===== src/rtl/gpio_wb_pkg.sv =====
// Shared types, window codes and helpers for the gpioCtrl Wishbone bridge.
package gpio_wb_pkg;

    typedef enum logic [2:0] {
        StIdle,
        StCtrl,
        StRamReq,
        StRamRd,
        StRamWr,
        StAck
    } state_e;

    localparam logic [1:0]  WIN_CTRL    = 2'b00;
    localparam logic [1:0]  WIN_RAM     = 2'b01;
    localparam int unsigned RAM_WORDS   = 64;
    localparam int unsigned TIMEOUT_DEF = 4095;

    // Per byte lane: take new_data where sel is set, otherwise keep old_data.
    function automatic logic [31:0] merge_bytes(input logic [3:0]  sel,
                                                input logic [31:0] new_data,
                                                input logic [31:0] old_data);
        logic [31:0] res;
        for (int b = 0; b < 4; b++) begin
            res[8*b +: 8] = sel[b] ? new_data[8*b +: 8] : old_data[8*b +: 8];
        end
        return res;
    endfunction

endpackage


===== src/rtl/gpio_wb_bridge_arb.sv =====
// Combinational RAM port arbiter: gpioCtrl always wins, host is granted only when gpio is idle.
module gpio_ram_arb (
    input  logic        i_gpio_csb,
    input  logic        i_gpio_web,
    input  logic [7:0]  i_gpio_addr,
    input  logic [31:0] i_gpio_wdata,
    input  logic        i_host_req,
    input  logic        i_host_we,
    input  logic [7:0]  i_host_addr,
    input  logic [31:0] i_host_wdata,
    output logic        o_host_gnt,
    output logic        o_ram_csb,
    output logic        o_ram_web,
    output logic [7:0]  o_ram_addr,
    output logic [31:0] o_ram_wdata
);

    always_comb begin
        o_ram_csb   = i_gpio_csb;
        o_ram_web   = i_gpio_web;
        o_ram_addr  = i_gpio_addr;
        o_ram_wdata = i_gpio_wdata;
        o_host_gnt  = 1'b0;
        if (i_gpio_csb && i_host_req) begin
            o_ram_csb   = 1'b0;
            o_ram_web   = ~i_host_we;
            o_ram_addr  = i_host_addr;
            o_ram_wdata = i_host_wdata;
            o_host_gnt  = 1'b1;
        end else if (i_gpio_csb) begin
            o_ram_web = 1'b1;
        end
    end

endmodule


===== src/rtl/gpio_wb_bridge.sv =====
// Wishbone classic slave giving the management core access to gpioCtrl's
// control registers and its shared pattern RAM.
module gpio_wb_bridge
    import gpio_wb_pkg::*;
#(
    parameter logic [31:0] BASE_ADR = 32'h3000_0000,
    parameter int unsigned TIMEOUT  = TIMEOUT_DEF
) (
    input  logic        CLK,
    input  logic        RSTb,
    input  logic        wb_cyc_i,
    input  logic        wb_stb_i,
    input  logic        wb_we_i,
    input  logic [3:0]  wb_sel_i,
    input  logic [31:0] wb_adr_i,
    input  logic [31:0] wb_dat_i,
    output logic        wb_ack_o,
    output logic [31:0] wb_dat_o,
    output logic        ctrl_we_o,
    output logic [3:0]  ctrl_addr_o,
    output logic [31:0] ctrl_wdata_o,
    input  logic [31:0] ctrl_rdata_i,
    input  logic        gpio_ram_csb_i,
    input  logic        gpio_ram_web_i,
    input  logic [7:0]  gpio_ram_addr_i,
    input  logic [31:0] gpio_ram_wdata_i,
    output logic [31:0] gpio_ram_rdata_o,
    output logic        ram_csb_o,
    output logic        ram_web_o,
    output logic [7:0]  ram_addr_o,
    output logic [31:0] ram_wdata_o,
    input  logic [31:0] ram_rdata_i
);

    state_e      r_state, w_state_d;
    logic [11:0] r_tmo, w_tmo_d;
    logic [31:0] r_dat, w_dat_d;
    logic        r_we, w_we_d;
    logic [3:0]  r_sel, w_sel_d;
    logic [31:0] r_wdata, w_wdata_d;
    logic [3:0]  r_ctrl_addr, w_ctrl_addr_d;
    logic [5:0]  r_ram_word, w_ram_word_d;
    logic [31:0] r_merged, w_merged_d;

    logic        w_hit;
    logic [1:0]  w_win;
    logic        w_ram_ok;
    logic [12:0] w_tmo_inc;
    logic        w_tmo_hit;
    logic        w_host_req;
    logic        w_host_we;
    logic        w_host_gnt;
    logic        w_unused;

    assign w_hit     = wb_cyc_i && wb_stb_i && (wb_adr_i[31:12] == BASE_ADR[31:12]);
    assign w_win     = wb_adr_i[11:10];
    assign w_ram_ok  = 32'(wb_adr_i[9:2]) < RAM_WORDS;
    assign w_tmo_inc = {1'b0, r_tmo} + 13'd1;
    assign w_tmo_hit = w_tmo_inc == 13'(TIMEOUT);
    assign w_unused  = ^wb_adr_i[1:0];

    // Host request derives from registered state only, so the grant cannot loop back into it.
    assign w_host_req = (r_state == StRamReq) || (r_state == StRamWr);
    assign w_host_we  = (r_state == StRamWr);

    gpio_ram_arb u_arb (
        .i_gpio_csb   (gpio_ram_csb_i),
        .i_gpio_web   (gpio_ram_web_i),
        .i_gpio_addr  (gpio_ram_addr_i),
        .i_gpio_wdata (gpio_ram_wdata_i),
        .i_host_req   (w_host_req),
        .i_host_we    (w_host_we),
        .i_host_addr  ({r_ram_word, 2'b00}),
        .i_host_wdata (r_merged),
        .o_host_gnt   (w_host_gnt),
        .o_ram_csb    (ram_csb_o),
        .o_ram_web    (ram_web_o),
        .o_ram_addr   (ram_addr_o),
        .o_ram_wdata  (ram_wdata_o)
    );

    always_comb begin
        w_state_d     = r_state;
        w_tmo_d       = r_tmo;
        w_dat_d       = r_dat;
        w_we_d        = r_we;
        w_sel_d       = r_sel;
        w_wdata_d     = r_wdata;
        w_ctrl_addr_d = r_ctrl_addr;
        w_ram_word_d  = r_ram_word;
        w_merged_d    = r_merged;
        unique case (r_state)
            StIdle: begin
                if (w_hit) begin
                    w_we_d    = wb_we_i;
                    w_sel_d   = wb_sel_i;
                    w_wdata_d = wb_dat_i;
                    w_dat_d   = '0;
                    if (w_win == WIN_CTRL) begin
                        w_ctrl_addr_d = {wb_adr_i[3:2], 2'b00};
                        w_state_d     = StCtrl;
                    end else if (w_win == WIN_RAM && w_ram_ok) begin
                        w_ram_word_d = wb_adr_i[7:2];
                        w_state_d    = StRamReq;
                    end else begin
                        w_state_d = StAck;
                    end
                end
            end
            StCtrl: begin
                if (!r_we) w_dat_d = ctrl_rdata_i;
                w_state_d = StAck;
            end
            StRamReq: begin
                if (w_host_gnt) begin
                    w_state_d = StRamRd;
                end else if (w_tmo_hit) begin
                    w_dat_d   = '1;
                    w_state_d = StAck;
                end else begin
                    w_tmo_d = w_tmo_inc[11:0];
                end
            end
            StRamRd: begin
                w_merged_d = merge_bytes(r_sel, r_wdata, ram_rdata_i);
                if (r_we) begin
                    w_state_d = StRamWr;
                end else begin
                    w_dat_d   = ram_rdata_i;
                    w_state_d = StAck;
                end
            end
            StRamWr: begin
                if (w_host_gnt) begin
                    w_state_d = StAck;
                end else if (w_tmo_hit) begin
                    w_dat_d   = '1;
                    w_state_d = StAck;
                end else begin
                    w_tmo_d = w_tmo_inc[11:0];
                end
            end
            StAck:   w_state_d = StIdle;
            default: w_state_d = StIdle;
        endcase
        if (w_state_d != r_state) w_tmo_d = '0;
    end

    always_ff @(posedge CLK or negedge RSTb) begin
        if (!RSTb) begin
            r_state     <= StIdle;
            r_tmo       <= '0;
            r_dat       <= '0;
            r_we        <= 1'b0;
            r_sel       <= '0;
            r_wdata     <= '0;
            r_ctrl_addr <= '0;
            r_ram_word  <= '0;
            r_merged    <= '0;
        end else begin
            r_state     <= w_state_d;
            r_tmo       <= w_tmo_d;
            r_dat       <= w_dat_d;
            r_we        <= w_we_d;
            r_sel       <= w_sel_d;
            r_wdata     <= w_wdata_d;
            r_ctrl_addr <= w_ctrl_addr_d;
            r_ram_word  <= w_ram_word_d;
            r_merged    <= w_merged_d;
        end
    end

    assign wb_ack_o         = (r_state == StAck);
    assign wb_dat_o         = r_dat;
    assign ctrl_we_o        = (r_state == StCtrl) && r_we;
    assign ctrl_addr_o      = r_ctrl_addr;
    assign ctrl_wdata_o     = ctrl_we_o ? merge_bytes(r_sel, r_wdata, ctrl_rdata_i) : '0;
    assign gpio_ram_rdata_o = ram_rdata_i;

endmodule


===== config.mk =====
export PLATFORM = sky130hd
export DESIGN_NAME = gpio_wb_bridge
export DESIGN_NICKNAME = d
export VERILOG_FILES = /design/src/rtl/gpio_wb_pkg.sv /design/src/rtl/gpio_wb_bridge_arb.sv /design/src/rtl/gpio_wb_bridge.sv
export SDC_FILE = /design/constraint.sdc
export NUM_CORES = 1
export LEC_CHECK = 0
export ABC_AREA = 1
export CAP_MARGIN = 15
export CORE_MARGIN = 3
export CORE_UTILIZATION = 46
export CTS_CLUSTER_SIZE = 28
export DETAILED_ROUTE_END_ITERATION = 16
export PLACE_DENSITY = 0.87
export REMOVE_ABC_BUFFERS = 1
export SLEW_MARGIN = 20
export SYNTH_ARGS = -nofsm -noshare
export SYNTH_HDL_FRONTEND = slang
export SYNTH_HIERARCHICAL = 1
export SYNTH_SLANG_ARGS = --single-unit
export TNS_END_PERCENT = 1

===== constraint.sdc =====
create_clock -name CLK -period 6.85 [get_ports CLK]
set_input_delay 1.0275 -clock CLK [delete_from_list [all_inputs] [get_ports CLK]]
set_output_delay 1.0275 -clock CLK [all_outputs]
set_load 0.02 [all_outputs]

==> impl_metrics.ini, run 1 <==
[critical_path]
cp_data_arrival_time_ns = 3.21
critical_path_capture_point_type = output port
crit_path_start = r_state[1]
worst-r2r-cell-count = 11
largest_fanout_on_the_critical_path = 46
r2r_start = r_state[1]
crit-reg2reg-capture = wb_dat_o[0]
worst-endpoint-required_ns = 5.82
rrSetupSlack_ns = 3.41
timing.setup.critical_path_class = reg2out
critPathLaunchType = flip-flop

[clock_tree]
cts_resized = 0
clock_sinks = 124
clk-insertion-delay-late_ns = 0.41
cts_post_setup_buffers_inserted = 0
cts-hold-fix-buffers = 0
clock-root-buffer = clkbuf_16
cts-buffers-inserted = 17
maximum_count_of_clock_buffers_along_a_single_path = 2
tritoncts = done
clk_pin_slew_ns = 0.06
htree_levels = 4

[yosys]
synth.distinct_cells = 37
synth.yosys.seq_area_share_pct = 42.0
synth_cells = 949
netlist_area_mm2 = 0.00738
yosys-top-cells-area = dfrtp_1, nand2_1, buf_4
ys_dominant_reg_cell = dfrtp_1
postSynthRegisterBits = 124
ys_warn_count = 6
yosys.cell_count.top_type = nand2_1
netlist.top_cell.by_area = dfrtp_1
synthTopCellsByCount = nand2_1, dfrtp_1, nand3_1, o21ai_0, nand2_2
synth.avg_cell_area_um2 = 7.78
synth_enable_flop_cells = 0
yosysTopAreaCellShare_pct = 42.0
async_flop_share_pct = 100

[power]
p_clk_share_pct = 26.2
power_leakage_nw = 4.80
internal_power_mw = 2.10
comb_power_share_pct = 47.2
vdd_drop_max_mv = 0.201
total_power_per_unit_cell_area_mw_per_mm2 = 318
power.switching_mw = 1.37
sequentialPowerShare_pct = 26.6
power.switching_fraction_pct = 39.5
power.total_mw = 3.47

[detailed_routing]
vias_per_cell = 5.40
route.layer.met1.wl_um = 10000
detail_route.iter0.violations = 586
drt-pass1-iter-count = 7
finalWirelength_um = 25900
met3_length_um = 2360
wl_met2_um = 12900
antenna_violating_nets_post_route = 0
route.detailed.wl_per_inst_um = 18.1
dr_total_vias = 7719
topRoutingLayerUsed = met4
drcViolationCount = 0

[layout]
layout-drive-gt1-share_pct = 10.7
final_core_util_pct = 70.6
non_filler_instance_count_after_layout = 1430
areaGrowthSynthToFinish_pct = 47.6
final_design_area_no_fill_mm2 = 0.0109
finish.net_count = 1389
layout.area.seq_mm2 = 0.00310
multi_input_comb_area_mm2 = 0.00356
fillerInstances = 1218

[sta]
whs_ns = 0.475
tightest_slew_ns = 1.12
f_max_ghz = 0.236
finalSetupTns_ns = 0
slew_viol_final = 0
maxSlewHeadroom_pct = 25.2
fin_crit_sh_pct = 61.9
rsz0062_at_grt = no
fin_ws_ns = 2.61
report.final.hold_viol_count = 0
finClkSkew_ns = 0.00876
count_of_endpoints_failing_setup_in_the_final_report = 0
finalWorstPathRequiredPeriod_ns = 4.24

[place]
place.port_buffers = 318
place_worst_setup_slack_ns = 2.87
hpwlAfterDp_um = 17900
post_place_instance_area_mm2 = 0.0103
numPlacedInstances = 1400
place.gp.congestion = 0.879

[floorplan]
initial_utilization_pct = 47.8
floorplan.die_area_mm2 = 0.0176
io_pins = 323
core-area_mm2 = 0.0154
die_w_um = 133
core.rowCount = 45
die-height_um = 133

[grt]
total_congestion_overflow_after_global_routing = 0
grt_pass1_vias = 7810
antenna_found_initial = 1
grt_pass1_wl_um = 40800
groute.usage.overall_pct = 29.0
grt_start_max_net_pins = 73

[hold_path]
holdPathStages = 2
min_from = r_ram_word[2]
hold_path_class = reg2reg
holdPathEnd = r_ram_word[2]

[outcome]
outcome = complete, no violations

[run]
max_cap_viol_count = 0
-- worst max-delay path by stage --
stage                           end  slack, ns
floorplan           ctrl_wdata_o[0]       2.00
global placement    ram_wdata_o[21]       2.89
detailed placement  ram_wdata_o[31]       2.87
CTS                 ram_wdata_o[14]       2.62
global route        ram_wdata_o[14]       2.42
finish              ram_wdata_o[21]       2.61
-- worst max-delay path: stages, from the launching register on --
cell and delay [ns]:
dfrtp_1 0.46, inv_1 0.08, nor2_1 0.19, nand2_1 0.15
nand2_4 0.42, buf_4 0.53, nand3_1 0.16, nand2_1 0.16
clkdlybuf4s50_1 0.62
-- power by group through the flow --
stage                     logic, mW  registers, mW  clock network [mW]
after global placement         1.61          0.928                   0
after global routing           1.75          0.935               0.948
after floorplan               0.829           1.03                   0
after CTS                      1.64          0.922               0.914
final                          1.64          0.923               0.910
after detailed placement       1.64          0.932                   0
-- cell type report --
class                   instances  area share (%)
diodes                          1          0.0230
clock buffers                  22            4.26
clock inverters                 7            1.07
inverters                      42            1.45
multi-input cells             698            32.7
flip-flops and latches        124            28.5
well taps                     211            2.42
repair buffers                325            29.6
-- metal layers --
| metal | up-vias | global-route usage, % |
|---|---|---|
| met5 | - | 0 |
| met4 | 0 | 10.7 |
| met3 | 52 | 7.87 |
| met2 | 402 | 49.9 |
| met1 | 3654 | 34.8 |
| li1 | 3611 | - |
-- logic make-up (layout without fill, tap and decap cells) --
group | count (synthesis) | count (layout) | share of synthesized area, %
adders and majority gates | 2 | 2 | 0.339
DFF | 124 | 124 | 42.0
and+or+nand+nor | 502 | 502 | 29.6
AOI/OAI and AO/OA | 190 | 190 | 17.8
other | 1 | 5 | 0.0508
buffers and inverters | 130 | 396 | 10.1
-- state kept, by name, indices dropped and copies added (netlist names) --
| name | count |
|---|---|
| ctrl_addr_o | 2 |
| r_sel | 4 |
| wb_dat_o | 32 |
| r_wdata | 32 |
| r_state | 3 |
| r_tmo | 12 |
| r_we | 1 |
| r_ram_word | 6 |
| r_merged | 32 |
-- layout by cell type (no fill, tap or decap), types with 2 or more instances in the layout --
cell type	count
nand2_1	352
clkdlybuf4s50_1	316
dfrtp_1	124
nand3_1	52
o21ai_0	48
nand2_2	43
inv_1	38
o21ai_2	33
a21oi_1	33
a221oi_1	32
a21boi_0	32
nor2_1	30
clkbuf_16	17
buf_4	8
nand4_1	5
nand2_4	4
nor2_4	4
o22ai_1	4
conb_1	4
nor2_2	3
nor3_1	3
bufinv_16	3
clkbuf_1	3
inv_2	2
clkinv_1	2
o31ai_1	2
ha_1	2
clkbuf_8	2
clkinv_2	2
Power figures use the tool's default switching activity.
==> run 2: changes to the inputs <==
CORE_UTILIZATION = 43   (was 46)
PLACE_DENSITY = 0.82   (was 0.87)
clock period = 4.2 ns   (was 6.85 ns; I/O delays follow)
==> run 2 against run 1 <==
Non-clock buffer count rose by 5. Hold slack got worse by 0.22 ns. Final area is 1.4% higher. Register-to-register slack got worse by 2.2 ns.
==> impl_metrics.ini, run 2 (synthesized netlist as in run 1, its figures left out) <==
[grt]
antenna_found_initial = 0
grt_pass1_vias = 7491
total_congestion_overflow_after_global_routing = 0
grt_pass1_wl_um = 39100
grt_start_max_net_pins = 72
groute.usage.overall_pct = 27.0

[hold_path]
hold_path_class = in2async

[clock_tree]
clock-root-buffer = clkbuf_16
cts-hold-fix-buffers = 0
cts-buffers-inserted = 17
htree_levels = 4
maximum_count_of_clock_buffers_along_a_single_path = 2
cts_post_setup_buffers_inserted = 0
tritoncts = done
clk-insertion-delay-late_ns = 0.42
cts_resized = 0
clk_pin_slew_ns = 0.06
clock_sinks = 124

[sta]
maxSlewHeadroom_pct = 30.3
whs_ns = 0.250
count_of_endpoints_failing_setup_in_the_final_report = 0
finalSetupTns_ns = 0
f_max_ghz = 0.277
fin_crit_sh_pct = 86.1
finalWorstPathRequiredPeriod_ns = 3.62
report.final.hold_viol_count = 0
fin_ws_ns = 0.584
slew_viol_final = 0
rsz0062_at_grt = no
tightest_slew_ns = 1.05
finClkSkew_ns = 0.0115

[detailed_routing]
finalWirelength_um = 25700
vias_per_cell = 5.21
drcViolationCount = 0
topRoutingLayerUsed = met4
detail_route.iter0.violations = 541
met3_length_um = 2230
dr_total_vias = 7538
antenna_violating_nets_post_route = 0
route.detailed.wl_per_inst_um = 17.8
drt-pass1-iter-count = 5
route.layer.met1.wl_um = 10000
wl_met2_um = 13000

[floorplan]
core-area_mm2 = 0.0167
io_pins = 323
floorplan.die_area_mm2 = 0.0188
core.rowCount = 47
initial_utilization_pct = 44.2
die-height_um = 137
die_w_um = 137

[place]
hpwlAfterDp_um = 18000
place.port_buffers = 318
post_place_instance_area_mm2 = 0.0104
place.gp.congestion = 0.863
place_worst_setup_slack_ns = 0.906

[critical_path]
r2r_start = r_state[1]
worst-r2r-cell-count = 12
crit_slowest_cell = clkdlybuf4s50_1
timing.critical_path.max_delay_family = buffers and inverters
crit_path_start = r_state[1]
worst-endpoint-required_ns = 3.57
worst-path-stages = 9
critPathLaunchType = flip-flop
largest_fanout_on_the_critical_path = 43
crit_path_cell_trace = nor2_1 > inv_1 > nor2_1 > inv_1 > nand2_4 > buf_4 > nand3_1 > nand2_1 > clkdlybuf4s50_1
critical_path_buf_inv_count = 4
cp_data_arrival_time_ns = 2.99
timing.setup.critical_path_class = reg2out
critical_path_capture_point_type = output port
cp_max_stage_delay_ns = 0.61

[run]
max_cap_viol_count = 0

[layout]
layout.cells.most_common_list = nand2_1, clkdlybuf4s50_1, dfrtp_1
areaGrowthSynthToFinish_pct = 49.6
layout-drive-gt1-share_pct = 11.4
layout.cells.most_common = nand2_1
n_antenna_cell = 0
final_design_area_no_fill_mm2 = 0.0110
finish.net_count = 1394
fillerInstances = 1410

[power]
internal_power_mw = 3.55
sequentialPowerShare_pct = 26.0
comb_power_share_pct = 47.2
vdd_drop_max_mv = 0.420
total_power_per_unit_cell_area_mw_per_mm2 = 524
power.total_mw = 5.79
power.switching_mw = 2.24
p_clk_share_pct = 26.8
power.switching_fraction_pct = 38.6
power_leakage_nw = 4.88

[outcome]
outcome = complete, no violations
[run 2: worst paths after layout]
kind | end | slack [ns]
setup / recovery | ram_wdata_o[27] | 0.58
hold / removal | wb_dat_o[2] | 0.25
setup reg to reg | wb_dat_o[15] | 1.22
hold reg to reg | r_wdata[13] | 0.48
max in group asynchronous | r_wdata[25] | 3.08
min in group CLK | r_wdata[13] | 0.48
[run 2: layout make-up]
class	count	area [um^2]	area share, %
clock buffer	20	457	4.14
clock inverter	12	169	1.53
inverter	42	158	1.43
multi-input combinational	698	3560	32.2
sequential	124	3100	28.1
tap	220	275	2.49
timing repair buffer	330	3320	30.1
[run 2: worst register-to-register path: stages (launching register included)]
cell,delay [ns]
dfrtp_1,0.48
nor2_1,0.08
inv_1,0.10
nor2_1,0.06
inv_1,0.10
nand2_4,0.32
nand2_8,0.43
inv_1,0.12
a22oi_1,0.26
o2111ai_4,0.41
buf_12,0.34
nand2_2,0.12
o21ai_2,0.05
[run 2: layer usage]
metal	up-vias	GRT usage (%)
li1	3614	-
met1	3556	33.0
met2	336	46.5
met3	32	7.24
met4	0	8.09
met5	-	0
[run 2: power by group through the flow]
| stage | clock (mW) | sequential (mW) | combinational, mW |
|---|---|---|---|
| final | 1.56 | 1.50 | 2.73 |
| after global routing | 1.63 | 1.52 | 2.94 |
| after CTS | 1.57 | 1.50 | 2.70 |
| after detailed placement | 0 | 1.52 | 2.69 |
| after global placement | 0 | 1.52 | 2.65 |
| after floorplan | 0 | 1.69 | 1.35 |
[run 2: per-stage QoR]
stage | instances | utilization (%)
2_1_floorplan | 864 | -
3_3_place_gp | 1413 | 62.2
3_5_place_dp | 1413 | 62.2
4_1_cts | 1445 | 66.0
5_1_grt | 1446 | 66.1
6_report | 1446 | 66.1
